### src/rtl/keypad_scanner_pkg.sv
// Shared types, constants and helpers for the 4x4 keypad scanner and its
// downstream consumers (counter/BCD data-entry path).
package keypad_scanner_pkg;

    // Scanner FSM states: walking rows, confirming a press, key held,
    // confirming a release.
    typedef enum logic [1:0] {
        SCAN     = 2'd0,
        DEBOUNCE = 2'd1,
        HELD     = 2'd2,
        RELEASE  = 2'd3
    } scan_state_e;

    // Column sense lines are pulled up; no key on the active row reads all ones.
    localparam logic [3:0] COLS_IDLE = 4'b1111;

    // True when exactly one column line is pulled low.
    function automatic logic col_is_single(input logic [3:0] col);
        return ($countones(~col) == 1);
    endfunction

    // Position of the low column line (lowest one wins if several are low).
    function automatic logic [1:0] col_index(input logic [3:0] col);
        logic [1:0] idx;
        idx = 2'd0;
        for (int i = 3; i >= 0; i--) begin
            if (!col[i]) idx = 2'(i);
        end
        return idx;
    endfunction

    // Key code = row_index*4 + col_index.
    function automatic logic [3:0] make_key(input logic [1:0] row, input logic [3:0] col);
        return {row, col_index(col)};
    endfunction

    // Maps a key code to the legend printed on a standard 4x4 keypad:
    //   1 2 3 A / 4 5 6 B / 7 8 9 C / * 0 # D, with '*'->E and '#'->F.
    function automatic logic [3:0] key_to_hex(input logic [3:0] key);
        logic [3:0] hex;
        case (key)
            4'd0:    hex = 4'h1;
            4'd1:    hex = 4'h2;
            4'd2:    hex = 4'h3;
            4'd3:    hex = 4'hA;
            4'd4:    hex = 4'h4;
            4'd5:    hex = 4'h5;
            4'd6:    hex = 4'h6;
            4'd7:    hex = 4'hB;
            4'd8:    hex = 4'h7;
            4'd9:    hex = 4'h8;
            4'd10:   hex = 4'h9;
            4'd11:   hex = 4'hC;
            4'd12:   hex = 4'hE;
            4'd13:   hex = 4'h0;
            4'd14:   hex = 4'hF;
            default: hex = 4'hD;
        endcase
        return hex;
    endfunction

endpackage

### src/rtl/keypad_scanner_if.sv
// Keypad-side signal bundle: row drive out, column sense in, and the
// decoded key report toward the consumer.
interface keypad_scanner_if;
    logic [3:0] o_row;      // row drive, active-low, one-hot-low
    logic [3:0] i_col;      // column sense, active-low, asynchronous
    logic [3:0] o_key;      // last accepted key code
    logic       o_valid;    // one-cycle pulse per accepted press
    logic       o_pressed;  // level while a key is accepted and not yet released

    // Scanner side.
    modport slave (
        output o_row,
        output o_key,
        output o_valid,
        output o_pressed,
        input  i_col
    );

    // Keypad/consumer side.
    modport master (
        input  o_row,
        input  o_key,
        input  o_valid,
        input  o_pressed,
        output i_col
    );
endinterface

### src/rtl/keypad_scanner_tick.sv
// Free-running divider: o_tick is high for one cycle every DIV cycles.
// Also usable as the digit-rate strobe of the multiplexed display.
module scan_tick_gen #(
    parameter int unsigned DIV = 50000
) (
    input  logic i_clk,
    input  logic i_rst,
    output logic o_tick
);

    localparam int unsigned CW = (DIV > 1) ? $clog2(DIV) : 1;
    localparam logic [CW-1:0] LAST = CW'(DIV - 1);

    logic [CW-1:0] cnt_q;
    logic [CW-1:0] cnt_d;

    // Wrap from DIV-1 back to zero; the tick marks the last count.
    always_comb begin
        cnt_d = (cnt_q == LAST) ? '0 : cnt_q + CW'(1);
    end

    assign o_tick = (cnt_q == LAST);

    // Counter register.
    always_ff @(posedge i_clk or negedge i_rst) begin
        if (!i_rst) begin
            cnt_q <= '0;
        end else begin
            // NOTE: sequential state uses non-blocking assignments so every
            // flop samples pre-edge values regardless of statement order.
            cnt_q <= cnt_d;
        end
    end

endmodule

### src/rtl/keypad_scanner.sv
// 4x4 active-low matrix keypad scanner: walks the rows one dwell at a time,
// samples the synchronised columns at the end of each dwell, debounces press
// and release over DEBOUNCE_SCANS ticks and reports one key code per press.
module keypad_scanner
    import keypad_scanner_pkg::*;
#(
    parameter int unsigned SCAN_DIV       = 50000,
    parameter int unsigned DEBOUNCE_SCANS = 4
) (
    input logic             i_clk,
    input logic             i_rst,
    keypad_scanner_if.slave kp
);

    localparam logic [3:0] DB_TARGET = 4'(DEBOUNCE_SCANS);

    logic        scan_tick;

    logic [3:0]  col_meta_q;
    logic [3:0]  col_s_q;

    scan_state_e state_q,   state_d;
    logic [1:0]  row_q,     row_d;
    logic [3:0]  pat_q,     pat_d;
    logic [3:0]  cnt_q,     cnt_d;
    logic [3:0]  key_q,     key_d;
    logic        valid_q,   valid_d;
    logic        pressed_q, pressed_d;

    logic        col_idle;
    logic        col_single;
    logic        col_match;
    logic [3:0]  cnt_inc;
    logic [1:0]  row_next;

    scan_tick_gen #(
        .DIV    (SCAN_DIV)
    ) u_tick (
        .i_clk  (i_clk),
        .i_rst  (i_rst),
        .o_tick (scan_tick)
    );

    // Two-flop synchroniser for the asynchronous column lines; idles high
    // like the pulled-up inputs so reset never looks like a key press.
    always_ff @(posedge i_clk or negedge i_rst) begin
        if (!i_rst) begin
            col_meta_q <= COLS_IDLE;
            col_s_q    <= COLS_IDLE;
        end else begin
            col_meta_q <= kp.i_col;
            col_s_q    <= col_meta_q;
        end
    end

    assign col_idle   = (col_s_q == COLS_IDLE);
    assign col_single = col_is_single(col_s_q);
    assign col_match  = (col_s_q == pat_q);
    assign cnt_inc    = cnt_q + 4'd1;
    assign row_next   = row_q + 2'd1;

    // Next-state and output decode; all decisions happen on scan_tick only,
    // at the end of a row dwell when the columns have settled.
    always_comb begin
        // NOTE: every variable gets a default before any branch, so no path
        // leaves a signal unassigned and no latch is inferred.
        state_d   = state_q;
        row_d     = row_q;
        pat_d     = pat_q;
        cnt_d     = cnt_q;
        key_d     = key_q;
        valid_d   = 1'b0;
        pressed_d = pressed_q;

        if (scan_tick) begin
            case (state_q)
                SCAN: begin
                    if (col_idle) begin
                        row_d = row_next;
                    end else if (col_single) begin
                        // Freeze the row on the candidate key; the detection
                        // tick itself is the first matching scan.
                        pat_d = col_s_q;
                        cnt_d = 4'd1;
                        if (DB_TARGET <= 4'd1) begin
                            key_d     = make_key(row_q, col_s_q);
                            valid_d   = 1'b1;
                            pressed_d = 1'b1;
                            state_d   = HELD;
                        end else begin
                            state_d   = DEBOUNCE;
                        end
                    end else begin
                        // Several columns low: ghosting or multi-key, skip it.
                        row_d = row_next;
                    end
                end

                DEBOUNCE: begin
                    if (col_match) begin
                        cnt_d = cnt_inc;
                        if (cnt_inc >= DB_TARGET) begin
                            key_d     = make_key(row_q, pat_q);
                            valid_d   = 1'b1;
                            pressed_d = 1'b1;
                            state_d   = HELD;
                        end
                    end else begin
                        state_d = SCAN;
                        row_d   = row_next;
                    end
                end

                HELD: begin
                    // Rollover presses on the frozen row are ignored.
                    if (col_idle) begin
                        cnt_d = 4'd1;
                        if (DB_TARGET <= 4'd1) begin
                            pressed_d = 1'b0;
                            state_d   = SCAN;
                            row_d     = row_next;
                        end else begin
                            state_d   = RELEASE;
                        end
                    end
                end

                RELEASE: begin
                    if (col_idle) begin
                        cnt_d = cnt_inc;
                        if (cnt_inc >= DB_TARGET) begin
                            pressed_d = 1'b0;
                            state_d   = SCAN;
                            row_d     = row_next;
                        end
                    end else begin
                        // Release bounce: still the same press, no new report.
                        state_d = HELD;
                    end
                end

                default: begin
                    state_d = SCAN;
                end
            endcase
        end
    end

    // FSM, row pointer, debounce counter and output registers.
    always_ff @(posedge i_clk or negedge i_rst) begin
        if (!i_rst) begin
            state_q   <= SCAN;
            row_q     <= 2'd0;
            pat_q     <= COLS_IDLE;
            cnt_q     <= 4'd0;
            key_q     <= 4'd0;
            valid_q   <= 1'b0;
            pressed_q <= 1'b0;
        end else begin
            state_q   <= state_d;
            row_q     <= row_d;
            pat_q     <= pat_d;
            cnt_q     <= cnt_d;
            key_q     <= key_d;
            valid_q   <= valid_d;
            pressed_q <= pressed_d;
        end
    end

    assign kp.o_row     = ~(4'b0001 << row_q);
    assign kp.o_key     = key_q;
    assign kp.o_valid   = valid_q;
    assign kp.o_pressed = pressed_q;

endmodule

### src/flat_wrapper.sv
// flat-port wrapper written by rule: the top's interface ports become plain ports
module keypad_scanner_flat import keypad_scanner_pkg::*;
#(
    parameter int unsigned SCAN_DIV       = 50000,
    parameter int unsigned DEBOUNCE_SCANS = 4
)
  (i_clk, i_rst, kp_o_row, kp_o_key, kp_o_valid, kp_o_pressed, kp_i_col);
  keypad_scanner_if kp_i ();
  input logic i_clk;
  input logic i_rst;
  output wire logic [$bits(kp_i.o_row)-1:0] kp_o_row;
  output wire logic [$bits(kp_i.o_key)-1:0] kp_o_key;
  output wire logic [$bits(kp_i.o_valid)-1:0] kp_o_valid;
  output wire logic [$bits(kp_i.o_pressed)-1:0] kp_o_pressed;
  input wire logic [$bits(kp_i.i_col)-1:0] kp_i_col;
  assign kp_o_row = kp_i.o_row;
  assign kp_o_key = kp_i.o_key;
  assign kp_o_valid = kp_i.o_valid;
  assign kp_o_pressed = kp_i.o_pressed;
  assign kp_i.i_col = kp_i_col;
  keypad_scanner #(.SCAN_DIV(SCAN_DIV), .DEBOUNCE_SCANS(DEBOUNCE_SCANS)) u_core (.i_clk(i_clk), .i_rst(i_rst), .kp(kp_i));
endmodule
### config.mk
export PLATFORM = sky130hd
export DESIGN_NAME = keypad_scanner_flat
export DESIGN_NICKNAME = d
export VERILOG_FILES = /design/src/rtl/keypad_scanner_pkg.sv /design/src/rtl/keypad_scanner_if.sv /design/src/rtl/keypad_scanner_tick.sv /design/src/rtl/keypad_scanner.sv /design/src/flat_wrapper.sv
export SDC_FILE = /design/constraint.sdc
export NUM_CORES = 1
export LEC_CHECK = 0
export CAP_MARGIN = 25
export CORE_AREA = 2 2 70 79
export CTS_BUF_LIST = sky130_fd_sc_hd__clkbuf_4
export CTS_CLUSTER_DIAMETER = 80
export DETAILED_ROUTE_END_ITERATION = 8
export DIE_AREA = 0 0 72 81
export PLACE_DENSITY_LB_ADDON = 0.12
export SLEW_MARGIN = 0
export SYNTH_ARGS = -nofsm -noshare
export SYNTH_HDL_FRONTEND = slang
export SYNTH_SLANG_ARGS = --single-unit
### constraint.sdc
create_clock -name i_clk -period 7.28 [get_ports i_clk]
set_input_delay 1.82 -clock i_clk [delete_from_list [all_inputs] [get_ports i_clk]]
set_output_delay 1.82 -clock i_clk [all_outputs]
set_load 0.02 [all_outputs]
==> impl_metrics.env <==
export IMPL_hold_path_class="reg -> reg"
export IMPL_syn_to_final_growth_pct=14.0
export IMPL_hold_viol=0
export IMPL_fp_dieH_um=81
export IMPL_overflow=0
export IMPL_antenna_found_initial=0
export IMPL_clockPowerShare=0.370
export IMPL_detail_route_antenna_nets=0
export IMPL_period_share=0.487
export IMPL_chipWidth_um=72
export IMPL_max_freq_mhz=282
export IMPL_io_buffers=15
export IMPL_p_seq_frac=0.587
export IMPL_holdPathStages=0
export IMPL_ys_seq_area_frac=0.520
export IMPL_p_total_mw=0.407
export IMPL_finalSetupTns_ns=0
export IMPL_netlist_instances=182
export IMPL_internal_power_mw=0.316
export IMPL_routed_wirelength_mm=3.56
export IMPL_cts_resized=0
export IMPL_rows=28
export IMPL_start_util=0.398
export IMPL_vias=1334
export IMPL_insertion_delay_ns=0.35
export IMPL_p_per_area_nw_per_um2=174
export IMPL_crit_arrival_ns=1.72
export IMPL_worstPathMaxFanout=5
export IMPL_place_congestion=0.812
export IMPL_irDropWorstVdd_mv=0.103
export IMPL_status="finished clean"
export IMPL_antenna_cells=0
export IMPL_skew_ns=0.00922
export IMPL_dp_hpwl_mm=2.66
export IMPL_grt_pass1_wl_mm=6.49
export IMPL_ys_ff_latch=42
export IMPL_drv_slew=0
export IMPL_fillers=468
export IMPL_clk_pin_slew_ns=0.13
export IMPL_worstSetupEndpointType="output pin"
export IMPL_leakagePower_nw=1.06
export IMPL_required_ns=5.46
export IMPL_timing_max_cap_violations=0
export IMPL_reg2reg_depth=8
export IMPL_grt_pass1_vias=1439
export IMPL_fin_nets=219
export IMPL_cts_sinks=42
export IMPL_first_pass_iters=4
export IMPL_cts_buffers=5
export IMPL_drc=0
export IMPL_crit_chain="inv_1 -> ha_1 -> inv_1 -> clkdlybuf4s50_1"
export IMPL_clockBufferDepth=2
export IMPL_cts_setup_buffers=0
export IMPL_crit_buf_inv=3
export IMPL_setup_viol=0
export IMPL_drive_gt1_frac=0.183
export IMPL_synth_area_um2=2050
export IMPL_yosys_warnings=0
export IMPL_core_um2=5150
export IMPL_cts_max_level=2
export IMPL_syn_area_per_cell_um2=11.3
export IMPL_p_sw_frac=0.224
export IMPL_synth_cell_types=42
export IMPL_max_slew_margin=0.397
export IMPL_crit_path_max_incr_delay_ns=0.59
export IMPL_combPwrFrac=0.043
export IMPL_ctsHoldBuffers=0
export IMPL_p_switching_mw=0.0911
export IMPL_grt_max_degree=43
export IMPL_synth_main_ff_cell="dfrtp_1"
export IMPL_synth_edf_count=0
export IMPL_ys_async_sr_fraction=1.00
export IMPL_path_class="reg -> out"
export IMPL_whs_ns=0.357
export IMPL_crit_path_start_kind="register"
export IMPL_io_pins=16
export IMPL_cts_root_buf="clkbuf_4"
export IMPL_drtIter0Drc=67
export IMPL_cts_tree="built"
export IMPL_path_common_cell="inv_1"
export IMPL_min_period_ns=3.54
export IMPL_final_core_util=0.454
export IMPL_die_area_um2=5830
export IMPL_final_cell_mix="30 x dfrtp_1, 16 x inv_1, 15 x nor2_1"
export IMPL_syn_num_nets=200
export IMPL_layout_commonest_cell="dfrtp_1"
export IMPL_rsz0062_at_grt="false"
export IMPL_crit_cells=4
export IMPL_grt_usage=0.144
export IMPL_worst_pin_slew_ns=0.904
export IMPL_wire_per_inst_um=13.6
export IMPL_crit_family="buffers and inverters"
export IMPL_cpMaxStageDelayCell="clkdlybuf4s50_1"
export IMPL_avgViaCountPerCell=5.09
[power by group through the flow]
stage          clock [mW]  sequential, mW  combinational (mW)
2_1_floorplan           0           0.243             0.00862
3_3_place_gp            0           0.243              0.0172
3_5_place_dp            0           0.243              0.0178
4_1_cts             0.159           0.239              0.0179
5_1_grt             0.170           0.240              0.0205
6_report            0.151           0.239              0.0174
[cell type report]
type / count / area, um^2 / share of cell area
Timing Repair Buffer: 15 / 145 / 0.0621
Tap cell: 60 / 75.1 / 0.0321
Multi-Input combinational cell: 121 / 908 / 0.389
Clock buffer: 5 / 37.5 / 0.0161
Clock inverter: 3 / 45.0 / 0.0193
Inverter: 16 / 60.1 / 0.0257
Sequential cell: 42 / 1070 / 0.456
[stage by stage]
step | area [um^2] | setup WS (ns) | instances
floorplan | 2050 | 4.68 | 182
global placement | 2250 | 4.17 | 254
detailed placement | 2250 | 4.11 | 254
CTS | 2340 | 3.69 | 262
global route | 2340 | 3.61 | 262
finish | 2340 | 3.74 | 262
[worst paths after layout]
kind,slack (ns),to,from
min in group asynchronous,1.58,u_core.kp.o_key[0],i_rst
worst min register to register,0.36,u_core.col_s_q[3],u_core.col_meta_q[3]
worst max-delay path,3.74,kp_o_row[2],u_core.row_q[0]
worst max register to register,4.60,u_core.row_q[1],u_core.col_s_q[0]
max in group asynchronous,5.14,u_core.u_tick.cnt_q[14],i_rst
worst min-delay path,0.36,u_core.col_s_q[3],u_core.col_meta_q[3]
[flip-flops by register name (all words and copies together) (netlist names)]
signal               cells
u_core.state_q           2
u_core.kp.o_pressed      1
u_core.col_s_q           4
u_core.cnt_q             4
u_core.kp.o_key          4
u_core.row_q             2
u_core.pat_q             4
u_core.col_meta_q        4
u_core.u_tick.cnt_q     16
u_core.kp.o_valid        1
[layer usage]
metal	global-route usage	wire, um	part of all wire
met1	0.164	1520	0.43
met3	0.0385	132	0.037
met5	0	0	0
met2	0.259	1850	0.52
met4	0.0528	57	0.016
[cell families (layout without fill, tap and decap cells)]
| group | count (synthesis) | in the layout | synth area share |
|---|---|---|---|
| XOR/XNOR | 19 | 19 | 0.0811 |
| AO/OA/AOI/OAI | 22 | 22 | 0.0781 |
| flip-flops | 42 | 42 | 0.520 |
| multiplexers | 6 | 6 | 0.0323 |
| buffers and inverters | 19 | 39 | 0.0372 |
| adder cells (fa/ha/maj) | 12 | 12 | 0.0769 |
| AND/OR/NAND/NOR | 62 | 62 | 0.175 |
[cells in the mapped netlist, types with 5 or more instances]
| master | n | area share |
|---|---|---|
| xnor2_1 | 5 | 0.021 |
| ha_1 | 11 | 0.067 |
| nand3_1 | 10 | 0.024 |
| nor2_1 | 15 | 0.027 |
| inv_1 | 16 | 0.029 |
| mux2_2 | 5 | 0.027 |
| dfstp_2 | 12 | 0.15 |
| xor2_1 | 14 | 0.060 |
| nand2_1 | 13 | 0.024 |
| o21ai_0 | 7 | 0.017 |
| dfrtp_1 | 30 | 0.37 |
| nand4_1 | 5 | 0.015 |
Note: power is estimated with default switching activity, not from simulation.
